$ cat src/rtl/axi_lite_read_xbar.sv
// -----------------------------------------------------------------------------
// axi_lite_read_xbar
//
// AXI4-Lite read-only crossbar with one master and two slaves. It sits in front
// of the CLINT. The master address is decoded against a base/mask window:
// addresses inside the CLINT window go to slave 0, and all other addresses go
// to slave 1 (the SoC memory/peripheral bus).
//
// Only one transaction is in flight at a time. A response timeout returns
// SLVERR to the master, so a hung slave cannot stall the core forever.
//
// Ports:
//   clk, rst                  clock and synchronous active-high reset
//   m_ar*/m_r*                master-side read address / read data channels
//   s0_ar*/s0_r*              slave 0 (CLINT) read channels
//   s1_ar*/s1_r*              slave 1 (default slave) read channels
//
// Parameters:
//   CLINT_BASE, CLINT_MASK    slave 0 decode window
//   TIMEOUT                   cycles from leaving IDLE to forced SLVERR (0 = off)
//   CNT_W                     timeout counter width (TIMEOUT < 2**CNT_W)
// -----------------------------------------------------------------------------
module axi_lite_read_xbar #(
  parameter logic [31:0] CLINT_BASE = 32'h0200_0000,
  parameter logic [31:0] CLINT_MASK = 32'hFFFF_0000,
  parameter int          TIMEOUT    = 256,
  parameter int          CNT_W      = 16
) (
  input  logic        clk,
  input  logic        rst,

  input  logic        m_arvalid,
  output logic        m_arready,
  input  logic [31:0] m_araddr,
  output logic        m_rvalid,
  input  logic        m_rready,
  output logic [31:0] m_rdata,
  output logic [1:0]  m_rresp,

  output logic        s0_arvalid,
  input  logic        s0_arready,
  output logic [31:0] s0_araddr,
  input  logic        s0_rvalid,
  output logic        s0_rready,
  input  logic [31:0] s0_rdata,
  input  logic [1:0]  s0_rresp,

  output logic        s1_arvalid,
  input  logic        s1_arready,
  output logic [31:0] s1_araddr,
  input  logic        s1_rvalid,
  output logic        s1_rready,
  input  logic [31:0] s1_rdata,
  input  logic [1:0]  s1_rresp
);

  typedef enum logic [1:0] {
    IDLE = 2'd0,
    AR   = 2'd1,
    R    = 2'd2,
    ERR  = 2'd3
  } state_t;

  localparam logic [1:0]       RESP_SLVERR = 2'b10;
  // Last counter value before the timeout fires. This value is unused when
  // TIMEOUT is 0, because timeout_hit is then forced low.
  localparam logic [CNT_W-1:0] TO_LAST     = CNT_W'(TIMEOUT - 1);

  state_t           state, state_next;
  logic [31:0]      addr_r;
  logic             sel;          // 0 = CLINT, 1 = default slave
  logic [CNT_W-1:0] cnt;

  logic             sel_next;
  logic             sl_arready;
  logic             sl_rvalid;
  logic [31:0]      sl_rdata;
  logic [1:0]       sl_rresp;
  logic             r_done;
  logic             timeout_hit;

  assign sel_next = ((m_araddr & CLINT_MASK) == CLINT_BASE) ? 1'b0 : 1'b1;

  // Return-path signals of the slave chosen by the latched sel.
  assign sl_arready = sel ? s1_arready : s0_arready;
  assign sl_rvalid  = sel ? s1_rvalid  : s0_rvalid;
  assign sl_rdata   = sel ? s1_rdata   : s0_rdata;
  assign sl_rresp   = sel ? s1_rresp   : s0_rresp;

  assign r_done      = (state == R) && sl_rvalid && m_rready;
  assign timeout_hit = (TIMEOUT != 0) && (cnt == TO_LAST);

  // NOTE: state registers use non-blocking assignments only. Blocking
  // assignments here would create ordering races with other always_ff blocks.
  always_ff @(posedge clk) begin
    if (rst) begin
      state  <= IDLE;
      addr_r <= '0;
      sel    <= 1'b0;
      cnt    <= '0;
    end else begin
      state <= state_next;
      if (state == IDLE && m_arvalid) begin
        addr_r <= m_araddr;
        sel    <= sel_next;
        cnt    <= '0;
      end else if (state == AR || state == R) begin
        cnt <= cnt + 1'b1;
      end
    end
  end

  // A completed R handshake takes priority over a timeout in the same cycle.
  // A timeout in AR always wins, because no data can have been returned yet.
  // NOTE: every always_comb assigns defaults first, so no path can leave a
  // variable unassigned and infer a latch.
  always_comb begin
    state_next = state;
    unique case (state)
      IDLE: if (m_arvalid)        state_next = AR;
      AR: begin
        if (timeout_hit)          state_next = ERR;
        else if (sl_arready)      state_next = R;
      end
      R: begin
        if (r_done)               state_next = IDLE;
        else if (timeout_hit)     state_next = ERR;
      end
      ERR: if (m_rready)          state_next = IDLE;
      default:                    state_next = IDLE;
    endcase
  end

  // Outputs are driven only from state, sel and addr_r, plus the
  // pass-through inputs in R. They are forced to 0 while rst is high.
  always_comb begin
    m_arready  = 1'b0;
    m_rvalid   = 1'b0;
    m_rdata    = '0;
    m_rresp    = '0;
    s0_arvalid = 1'b0;
    s0_araddr  = '0;
    s0_rready  = 1'b0;
    s1_arvalid = 1'b0;
    s1_araddr  = '0;
    s1_rready  = 1'b0;
    if (!rst) begin
      unique case (state)
        IDLE: m_arready = 1'b1;
        AR: begin
          if (sel) begin
            s1_arvalid = 1'b1;
            s1_araddr  = addr_r;
          end else begin
            s0_arvalid = 1'b1;
            s0_araddr  = addr_r;
          end
        end
        R: begin
          m_rvalid = sl_rvalid;
          m_rdata  = sl_rdata;
          m_rresp  = sl_rresp;
          if (sel) s1_rready = m_rready;
          else     s0_rready = m_rready;
        end
        ERR: begin
          // Constant error beat. The abandoned slave is never acknowledged.
          m_rvalid = 1'b1;
          m_rresp  = RESP_SLVERR;
        end
        default: ;
      endcase
    end
  end

endmodule

$ cat config.mk
export PLATFORM = sky130hd
export DESIGN_NAME = axi_lite_read_xbar
export DESIGN_NICKNAME = d
export VERILOG_FILES = /design/src/rtl/axi_lite_read_xbar.sv
export SDC_FILE = /design/constraint.sdc
export NUM_CORES = 1
export LEC_CHECK = 0
export CAP_MARGIN = 40
export CORE_MARGIN = 4
export CORE_UTILIZATION = 39
export DETAILED_ROUTE_END_ITERATION = 12
export GPL_TIMING_DRIVEN = 0
export PLACE_DENSITY = 0.83
export SLEW_MARGIN = 20
export SYNTH_ARGS = -nofsm -noshare
export SYNTH_HDL_FRONTEND = slang
export SYNTH_SLANG_ARGS = --single-unit
$ cat constraint.sdc
create_clock -name clk -period 4.1 [get_ports clk]
set_clock_uncertainty 0.15 [all_clocks]
set_input_delay 1.025 -clock clk [delete_from_list [all_inputs] [get_ports clk]]
set_output_delay 1.025 -clock clk [all_outputs]
set_load 0.01 [all_outputs]
# Word-level counts from Yosys, hierarchy flattened
# Index checks and enable logic that the tools add are counted.
# word_totals
ff_bits,51
latch_bits,0
mem_bits_rw,0
rom_bits,0
inputBits,108
out_inout_bits,104
wordCells,59
n_memories,0
# classes
add_sub_neg,1
mul,0
div_mod_pow,0
magnitude_cmp,0
n_eq_ne,9
shift,0
mux,38
bitwise_logic,0
n_reduce_logical,7
# op_table
cell,n
$mux 32,9
$mux 1,18
$add 16x1->16 const B,1
$eq 16x10->1 const B,1
$eq 16x8->1 const B,1
$mux 2,8
$pmux 2 s4,1
$ne 3x3->1 const B,2
$eq 2x2->1 const B,2
$ne 2x2->1 const B,2
$pmux 2 s2,1
$reduce_and 4->1,1
$logic_and 1x1->1,3
$eq 2x1->1 const B,1
$logic_not 2->1,1
$pmux 1 s2,1
$reduce_or 2->1,1
$logic_or 1x1->1,1

# Depth between registers and ports, before layout
# Gate-level depths: netlist of the first run.
# depth
word_depth,5
depth_mapped,9

# Worst setup path after synthesis of the first run
# No wires, ideal clock.
# synth_path
path_type,input-to-output
startpoint,input port rst
endpoint,output port s0_araddr[22]
t_arrival_ps,1883
required_ps,2925
slack_ps,1042
stages,3
n_path_buf,1
cell_sequence,nor3b_1 -> clkbuf_1 -> and2_1
# synth_between
elab_chain_len,1
# synth_lines
element,line_no,source
"start, declared",30,"input logic rst,"
$mux 32,147,if (!rst) begin
"end, declared",42,"output logic [31:0] s0_araddr,"
# No other way between the ends.

# Final worst setup path of the first run
# layout_path
startpoint,register sel
endpoint,output port m_rdata[18]
# layout_between
elab_chain_len,3
# layout_lines
element,line_no,source
"start, declared",71,logic sel;
"start signal, assigned",105,sel <= sel_next;
$mux 32,87,assign sl_rdata = sel ? s1_rdata : s0_rdata;
$mux 32,148,unique case (state)
$mux 32,147,
"end, declared",37,"output logic [31:0] m_rdata,"
# No other way between the ends.

==> flow_summary_export.csv, run 1 <==
group,metric,value,unit
floorplan,io-pin-count,212,
placement,hpwl,9775,microns
worst_setup_path,path_class,"flip-flop to output port",
yosys,synth-seq-area-share,32.77,%
worst_setup_path,worstReg2RegEnd,"cnt[15]$_SDFFE_PP0P_",
sta,finalCritPeriodShare,96.41,%
sta,fmax,0.2530,GHz
route,drt_iter0_drc,144,
worst_hold_path,hold_start,"addr_r[6]$_SDFFE_PP0P_",
layout,final_common_cell,"clkdlybuf4s50_1",
route,vias_per_cell,4.877,
layout,area_growth,75.98,%
yosys,avgSynthCellArea,7.436,sq um
layout,final_area,5483,sq um
layout,layout_common_cells,"clkdlybuf4s50_1 (210), nand2_1 (75), and2_1 (65)",
sta,final-hold-violation-count,0,
floorplan,dieArea,9483,sq um
route,wirelength,11730,microns
global_routing,antenna_found_initial,0,
worst_setup_path,rrSetupSlack,1540,ps
route,wl_met1,4697,microns
floorplan,std_cell_rows,32,
sta,setup_viol,0,
placement,placed_area,5355,sq um
worst_hold_path,holdPathStages,2,
route,drc,0,
route,ant_nets,0,
yosys,ys.flop_type,"dfxtp_1",
worst_setup_path,crit_fanout,10,
sta,slew_viol_final,0,
yosys,synth_area_leader_cell,"dfxtp_1",
worst_setup_path,r2r.worst_path.cells,9,
placement,pre_cts_slack,-312.4,ps
yosys,synthTopCellsByArea,"dfxtp_1 (33%), and2_1 (13%), mux2i_1 (11%)",
global_routing,grt_max_degree,15,
worst_setup_path,cp-end-kind,"output port",
global_routing,first_global_vias,3506,
floorplan,coreArea,7767,sq um
worst_setup_path,startpoint_type,"flip-flop",
worst_setup_path,r2r-start,"state[1]$_SDFFE_PP0P_",
worst_setup_path,cp.required,2920,ps
layout,nets,750,
global_routing,track_usage,23.91,%
cts,htree_levels,2,
pwr,leakage,2.023,nW
cts,post-cts-setup-buffer-count,0,
sta,relSlewSlack,54.46,%
sta,whs,315.1,ps
yosys,yosysWarnings,0,
floorplan,die_x,97.38,microns
yosys,synth_area,3115,sq um
route,drt_first_pass_iters,4,
layout,drive_gt1_share,4.245,%
global_routing,grt-ovfl-total,0,
yosys,syn_inst,419,
yosys,synth-seq-cells,51,
yosys,synth.distinct_cells,38,
sta,worst_pin_slew,683.0,ps
yosys,netlist.area_leader.share,32.77,%
cts,cts.path.max_buffers,2,
cts,clkSlewWorstSetupHoldPaths,90,ps
worst_hold_path,holdPathEnd,"addr_r[6]$_SDFFE_PP0P_",
worst_setup_path,cp.arrival,2780,ps
route,met2_length,6012,microns
route,routed.top_layer,"met4",
cts,clock-sinks,51,
sta,rsz0062_at_grt,"no",
cts,numCtsBuffers,5,
pwr,ir_drop,0.2661,mV
yosys,syn-num-nets,533,
cts,clk_latency,300,ps
cts,cts_tree,"built",
placement,gp_congestion,0.8731,
job,maxCapViolCount,0,
cts,ctsHoldBuffers,0,
outcome,status,"finished clean",
placement,portBuffers,211,
yosys,ys_async_sr_fraction,0,%
global_routing,grt_first_pass_wirelength,18620,microns
yosys,synth_edf_count,0,
cts,clock-root-buffer,"clkbuf_8",
worst_hold_path,min_path_type,"flip-flop to flip-flop",
sta,period_needed,3953,ps
floorplan,start_util,40.11,%
route,routedWlPerCell,15.90,microns
layout,diodes,0,
sta,setup_slack,147.0,ps
route,dr_total_vias,3599,
pwr,power_density,311.0,nW/um^2
pwr,finalPower,1.705,mW
route,met3_length,730,microns
floorplan,fp.dieH,97.38,microns
cell usage after synthesis (2+ instances only):
cell and number:
dfxtp_1 51, a21oi_1 38, nand4_1 4, and2_1 65, inv_1 8, clkbuf_1 24
xnor2_1 7, mux2_2 2, buf_1 4, nor4_1 6, xor2_1 7, mux2i_1 35
nand2_1 75, or3_1 2, nor3b_1 2, ha_1 6, nor2_1 56, nand3_1 3
nand2b_1 2, nor3_1 4
state kept, by name, indices dropped and copies added, names as in the netlist:
signal  flops
state       2
sel         1
addr_r     32
cnt        16
repair_timing:
action                     4_1_cts  5_1_grt
pin swaps                        0        2
setup endpoints to repair       91       88
gates resized for setup         13        8
layout make-up:
cell class	count	area, sq um
clock inverter	1	5.005
inverter	8	30.03
sequential	51	1021
timing repair buffer	211	2115
multi-input combinational	331	1971
tap	102	127.6
fill	649	2285
clock buffer	6	82.58
buffer	28	131.4
critical path, cell delays in order (launching register included):
cell and delay, ps:
dfxtp_1 430, buf_1 550, buf_1 580, mux2i_1 370, nor2_1 60, clkdlybuf4s50_1 480
per-stage QoR:
step | utilization (%) | TNS, ps | cells
6_report | 70.59 | 0 | 738
5_1_grt | 70.59 | 0 | 738
4_1_cts | 70.46 | 0 | 738
3_5_place_dp | 68.94 | -18550 | 732
3_3_place_gp | 68.94 | -17320 | 732
2_1_floorplan | - | 0 | 419
routing by layer:
layer | track usage [%] | vias to the layer above
li1 | - | 1806
met4 | 5.964 | 0
met1 | 28.44 | 1643
met3 | 4.594 | 25
met2 | 43.86 | 125
met5 | 0 | -
kinds of logic (layout without fill, tap and decap cells):
group	Yosys count	after routing	share of synthesized area, %
adder cells (fa/ha/maj)	6	6	2.410
multiplexers	37	37	11.97
XOR/XNOR	14	14	3.936
AO/OA/AOI/OAI	47	47	8.795
flip-flops	51	51	32.77
buffers and inverters	37	254	4.779
AND/OR/NAND/NOR	227	227	35.34
report_power, final:
part	internal, mW	switching [mW]	total (mW)
Clock	0.133	0.163	0.296
Sequential	0.566	0.0505	0.617
Combinational	0.388	0.405	0.793
Total	1.09	0.619	1.71
worst max path at each step:
stage / from / end / slack, ps
after global routing: sel$_SDFFE_PP0P_ / m_rdata[18] / 40
final: sel$_SDFFE_PP0P_ / m_rdata[18] / 150
after floorplan: rst / s0_araddr[22] / 1040
after global placement: rst / s0_araddr[22] / -330
after CTS: rst / s0_araddr[22] / 0.2
after detailed placement: rst / s0_araddr[22] / -310
(Power assumes the default switching activity.)
==> inputs of run 2 (changes only) <==
Settings changed: CORE_UTILIZATION 39 to 40, DONT_BUFFER_PORTS set to 1, PLACE_DENSITY 0.83 to 0.5.
==> run 2 against run 1 <==
Effect of this change:
- sequential share of layout area grew 12 points
- wire length is 14% lower
- register-to-register slack hardly changed
- core utilization decreased by 25 points
- final area decreased by 39%
- final cell count down 29%
- critical path type unchanged
- largest cell class is now multi-input gates
- largest power group is now registers
==> flow_summary_export.csv, run 2 (same netlist as run 1, synthesis figures left out) <==
group,metric,value,unit
outcome,status,"finished clean",
layout,diodes,0,
cts,htree_levels,2,
pwr,ir_drop,0.1810,mV
floorplan,io-pin-count,212,
sta,slew_viol_final,0,
global_routing,track_usage,20.27,%
sta,relSlewSlack,49.89,%
layout,drive_gt1_share,3.972,%
cts,clock-sinks,51,
layout,stdcell_count,527,
sta,setup_tns,0,ps
pwr,power_density,457.9,nW/um^2
worst_setup_path,crit_fanout,10,
cts,ctsResizeCount,0,
floorplan,start_util,42.05,%
placement,portBuffers,0,
worst_setup_path,critPathBufInv,3,
worst_setup_path,r2r.worst_path.cells,9,
worst_setup_path,cp.required,2920,ps
placement,pre_cts_slack,401.1,ps
worst_setup_path,cp.arrival,2520,ps
worst_setup_path,crit_path_start,"state[1]$_SDFFE_PP0P_",
worst_setup_path,cpMaxStageDelayCell,"nor3b_1",
floorplan,die_x,96.26,microns
worst_setup_path,cpPeakStageDelay,470,ps
cts,clkSlewWorstSetupHoldPaths,100,ps
sta,fmax,0.2707,GHz
cts,cts_tree,"built",
pwr,leakage,1.217,nW
sta,period_needed,3694,ps
cts,clock-root-buffer,"clkbuf_8",
sta,setup_slack,406.3,ps
sta,whs,315.0,ps
route,dr_total_vias,2837,
worst_hold_path,hold_start,"addr_r[0]$_SDFFE_PP0P_",
sta,worst_pin_slew,750.0,ps
layout,area_growth,7.751,%
layout,layout_common_cells,"nand2_1 (75), and2_1 (65), nor2_1 (56)",
floorplan,fp.dieH,96.26,microns
placement,dp.cells,518,
worst_hold_path,min_path_type,"flip-flop to flip-flop",
global_routing,grt_max_degree,17,
placement,hpwl,8094,microns
worst_setup_path,path_class,"flip-flop to output port",
worst_setup_path,r2r-start,"state[1]$_SDFFE_PP0P_",
layout,fin_util,45.31,%
global_routing,grt_first_pass_wirelength,14100,microns
worst_setup_path,cp-end-kind,"output port",
floorplan,coreArea,7408,sq um
route,ant_nets,0,
cts,ctsHoldBuffers,0,
sta,finalCritPeriodShare,90.09,%
cts,numCtsBuffers,5,
placement,placed_area,3239,sq um
route,wirelength,10040,microns
worst_setup_path,path_depth,6,
layout,nets,541,
layout,top_regs,"addr_r x32, cnt x16, state x2",
route,drt_iter0_drc,81,
pwr,finalPower,1.537,mW
route,drc,0,
sta,rsz0062_at_grt,"no",
floorplan,std_cell_rows,31,
worst_setup_path,critPathTopFamily,"buffers and inverters",
worst_hold_path,holdPathStages,2,
placement,gp_congestion,0.7944,
cts,post-cts-setup-buffer-count,0,
sta,final-hold-violation-count,0,
layout,top_register,"addr_r",
route,routedWlPerCell,19.06,microns
floorplan,dieArea,9265,sq um
layout,final_common_cell,"nand2_1",
route,drt_first_pass_iters,4,
layout,final.fill_count,770,
global_routing,grt-ovfl-total,0,
layout,final_area,3357,sq um
global_routing,first_global_vias,2711,
cts,clk_latency,300,ps
layout,largest_register_ffs,32,
cts,cts.path.max_buffers,2,
worst_setup_path,startpoint_type,"flip-flop",
worst_setup_path,cp_cell_sequence,"inv_1 > ha_1 > nor3b_1 > clkbuf_2 > clkbuf_1 > and2_1",
route,vias_per_cell,5.383,
global_routing,antenna_found_initial,0,
sta,setup_viol,0,
job,maxCapViolCount,0,
-- run 2: cell types whose count changed in the layout (fill, tap and decap cells not counted) --
cell             before  now
clkbuf_1             14   24
clkbuf_2              5    1
clkbuf_4              2    0
nand2b_1              1    2
clkinv_4              0    1
nand2b_2              1    0
clkbuf_8              7    6
nor3b_4               2    0
bufinv_16             0    1
buf_2                 2    0
nor3b_1               0    2
clkdlybuf4s50_1     210    0
dlymetal6s2s_1        1    0
-- run 2: area by class of cell --
cell class	instances	area, sq um	area share (%)
Clock buffer	5	68.82	2.050
Clock inverter	3	43.79	1.305
Buffer	29	118.9	3.541
Tap cell	99	123.9	3.690
Timing Repair Buffer	1	5.005	0.1491
Multi-Input combinational cell	331	1946	57.96
Inverter	8	30.03	0.8945
Sequential cell	51	1021	30.41
-- run 2: final timing paths --
kind                            slack [ps]                endpoint
worst max-delay path                   410           s0_araddr[28]
worst min-delay path                   310  addr_r[0]$_SDFFE_PP0P_
worst min register to register         310  addr_r[0]$_SDFFE_PP0P_
worst max register to register        1530    cnt[15]$_SDFFE_PP0P_
-- run 2: layer usage --
| metal | global-route usage [%] | routed length, microns |
|---|---|---|
| met1 | 24.27 | 3978 |
| met2 | 33.93 | 4852 |
| met3 | 6.568 | 960 |
| met4 | 6.991 | 253 |
| met5 | 0 | 0 |
-- run 2: worst reg2reg max path, cell delays in order (launching register included) --
cell,delay [ps]
dfxtp_1,400
inv_1,120
ha_1,290
clkbuf_1,240
nand4_1,170
or2_2,300
clkbuf_1,190
nor4_1,370
xnor2_1,160
nor2_1,50
-- run 2: report_power, final --
part | total (mW) | internal, mW | switching, mW
Clock | 0.353 | 0.182 | 0.171
Sequential | 0.615 | 0.566 | 0.0492
Combinational | 0.569 | 0.204 | 0.364
==> inputs of run 3 (changes only) <==
Settings changed: CORE_UTILIZATION 40 to 50, PLACE_DENSITY 0.5 to 0.61.
==> run 3 against run 2 <==
Effect of this change:
- sequential power barely moved
- register-to-register slack about the same
- die area decreased by 18%
- clock power shrank 13%
- wire length down 5.4%
- clock-buffer cell count rose by 1
- sequential share of layout area rose by 0.36 points
- worst hold slack lost 1.6 ps
- sequential cell count did not move
- critical endpoint is now s0_araddr[25]
==> flow_summary_export.csv, run 3 (same netlist as run 1, synthesis figures left out) <==
group,metric,value,unit
outcome,status,"finished clean",
floorplan,io-pin-count,212,
floorplan,fp.dieH,86.94,microns
job,maxCapViolCount,0,
cts,htree_levels,2,
layout,fin_util,55.39,%
floorplan,start_util,52.01,%
worst_setup_path,cp-end-kind,"output port",
route,met2_length,4714,microns
cts,post-cts-setup-buffer-count,0,
layout,diodes,0,
worst_setup_path,crit_fanout,10,
route,drc,0,
worst_setup_path,cpMaxStageDelayCell,"clkbuf_1",
cts,cts.path.max_buffers,2,
sta,fmax,0.2804,GHz
cts,clkSlewWorstSetupHoldPaths,90,ps
floorplan,die_x,86.94,microns
placement,portBuffers,0,
worst_setup_path,cp_cell_sequence,"inv_1 > ha_1 > nor3b_1 > clkbuf_2 > clkbuf_1 > and2_1",
route,drt_iter0_drc,146,
route,wirelength,9502,microns
worst_setup_path,cp.arrival,2390,ps
global_routing,track_usage,23.72,%
worst_setup_path,startpoint_type,"flip-flop",
worst_hold_path,min_path_type,"flip-flop to flip-flop",
placement,hpwl,7724,microns
route,ant_nets,0,
layout,final_common_cell,"nand2_1",
pwr,power_density,448.9,nW/um^2
cts,clock-sinks,51,
route,drt_first_pass_iters,4,
worst_setup_path,cp.required,2920,ps
placement,gp_congestion,0.8617,
floorplan,std_cell_rows,28,
route,dr_total_vias,2769,
layout,top_register,"addr_r",
global_routing,grt-ovfl-total,0,
sta,period_needed,3567,ps
global_routing,first_global_vias,2565,
sta,slew_viol_final,0,
worst_setup_path,r2r.worst_path.cells,9,
global_routing,antenna_found_initial,0,
cts,ctsHoldBuffers,0,
pwr,leakage,1.211,nW
global_routing,grt_max_degree,17,
cts,numCtsBuffers,5,
route,met3_length,761,microns
layout,area_growth,6.506,%
layout,layout_common_cells,"nand2_1 (75), and2_1 (65), nor2_1 (56)",
sta,final-hold-violation-count,0,
worst_setup_path,cpPeakStageDelay,430,ps
floorplan,coreArea,5991,sq um
sta,setup_tns,0,ps
cts,clock-root-buffer,"clkbuf_8",
floorplan,dieArea,7558,sq um
layout,top_regs,"addr_r x32, cnt x16, state x2",
route,routedWlPerCell,18.85,microns
layout,drive_gt1_share,4.196,%
cts,ctsResizeCount,0,
sta,rsz0062_at_grt,"no",
pwr,ir_drop,0.1895,mV
route,routed.top_layer,"met4",
route,vias_per_cell,5.494,
worst_setup_path,path_class,"flip-flop to output port",
cts,cts_tree,"built",
layout,nets,542,
sta,worst_pin_slew,758.9,ps
sta,setup_viol,0,
global_routing,grt_first_pass_wirelength,13800,microns
layout,largest_register_ffs,32,
cts,clk_latency,300,ps
sta,finalCritPeriodShare,86.99,%
worst_hold_path,holdPathStages,2,
route,wl_met1,3964,microns
sta,relSlewSlack,49.41,%
## run 3: changes by cell type in the layout (fill, tap and decap cells not counted), sizes merged
cell and delta:
clkinv -1, clkbuf +2, bufinv -1, clkinvlp +1
## run 3: critical path: cells and delay by family, from the launching register on
| family | cells | cell delay, ps |
|---|---|---|
| and+or+nand+nor | 2 | 690 |
| buffers and inverters | 3 | 820 |
| DFF | 1 | 350 |
| adders and majority gates | 1 | 240 |
## run 3: cell type report
cell class | instances | area [sq um]
buffer | 29 | 118.9
clock buffer | 6 | 82.58
clock inverter | 2 | 16.27
fill | 636 | 2673
inverter | 8 | 30.03
multi-input combinational | 331 | 1946
sequential | 51 | 1021
tap | 75 | 93.84
timing repair buffer | 2 | 10.01
## run 3: final timing paths
check / startpoint / end / slack [ps]
worst max-delay path: state[1]$_SDFFE_PP0P_ / s0_araddr[25] / 530
worst min-delay path: addr_r[0]$_SDFFE_PP0P_ / addr_r[0]$_SDFFE_PP0P_ / 310
worst max register to register: state[1]$_SDFFE_PP0P_ / cnt[15]$_SDFFE_PP0P_ / 1520
worst min register to register: addr_r[0]$_SDFFE_PP0P_ / addr_r[0]$_SDFFE_PP0P_ / 310
## run 3: stage by stage
step           worst slack, ps  power (mW)  std cells  area, sq um  hold WS [ps]
2_1_floorplan             1042       1.067        419         3115         287.7
3_3_place_gp             462.0       1.180        494         3209         301.5
3_5_place_dp             442.4       1.193        494         3209         304.1
4_1_cts                  377.0       1.502        502         3308         315.6
5_1_grt                  362.4       1.603        504         3318         337.6
6_report                 533.5       1.490        504         3318         313.4
## run 3: where the power goes
part	internal [mW]	total, mW	switching [mW]	leakage [nW]
Combinational	0.205	0.566	0.362	0.747
Clock	0.138	0.307	0.168	0.0474
Sequential	0.566	0.617	0.0507	0.416
## run 3: metal layers
metal | vias to the layer above | GRT usage [%]
li1 | 1382 | -
met1 | 1281 | 30.31
met2 | 102 | 40.30
met3 | 4 | 5.866
met4 | 0 | 5.241
met5 | - | 0
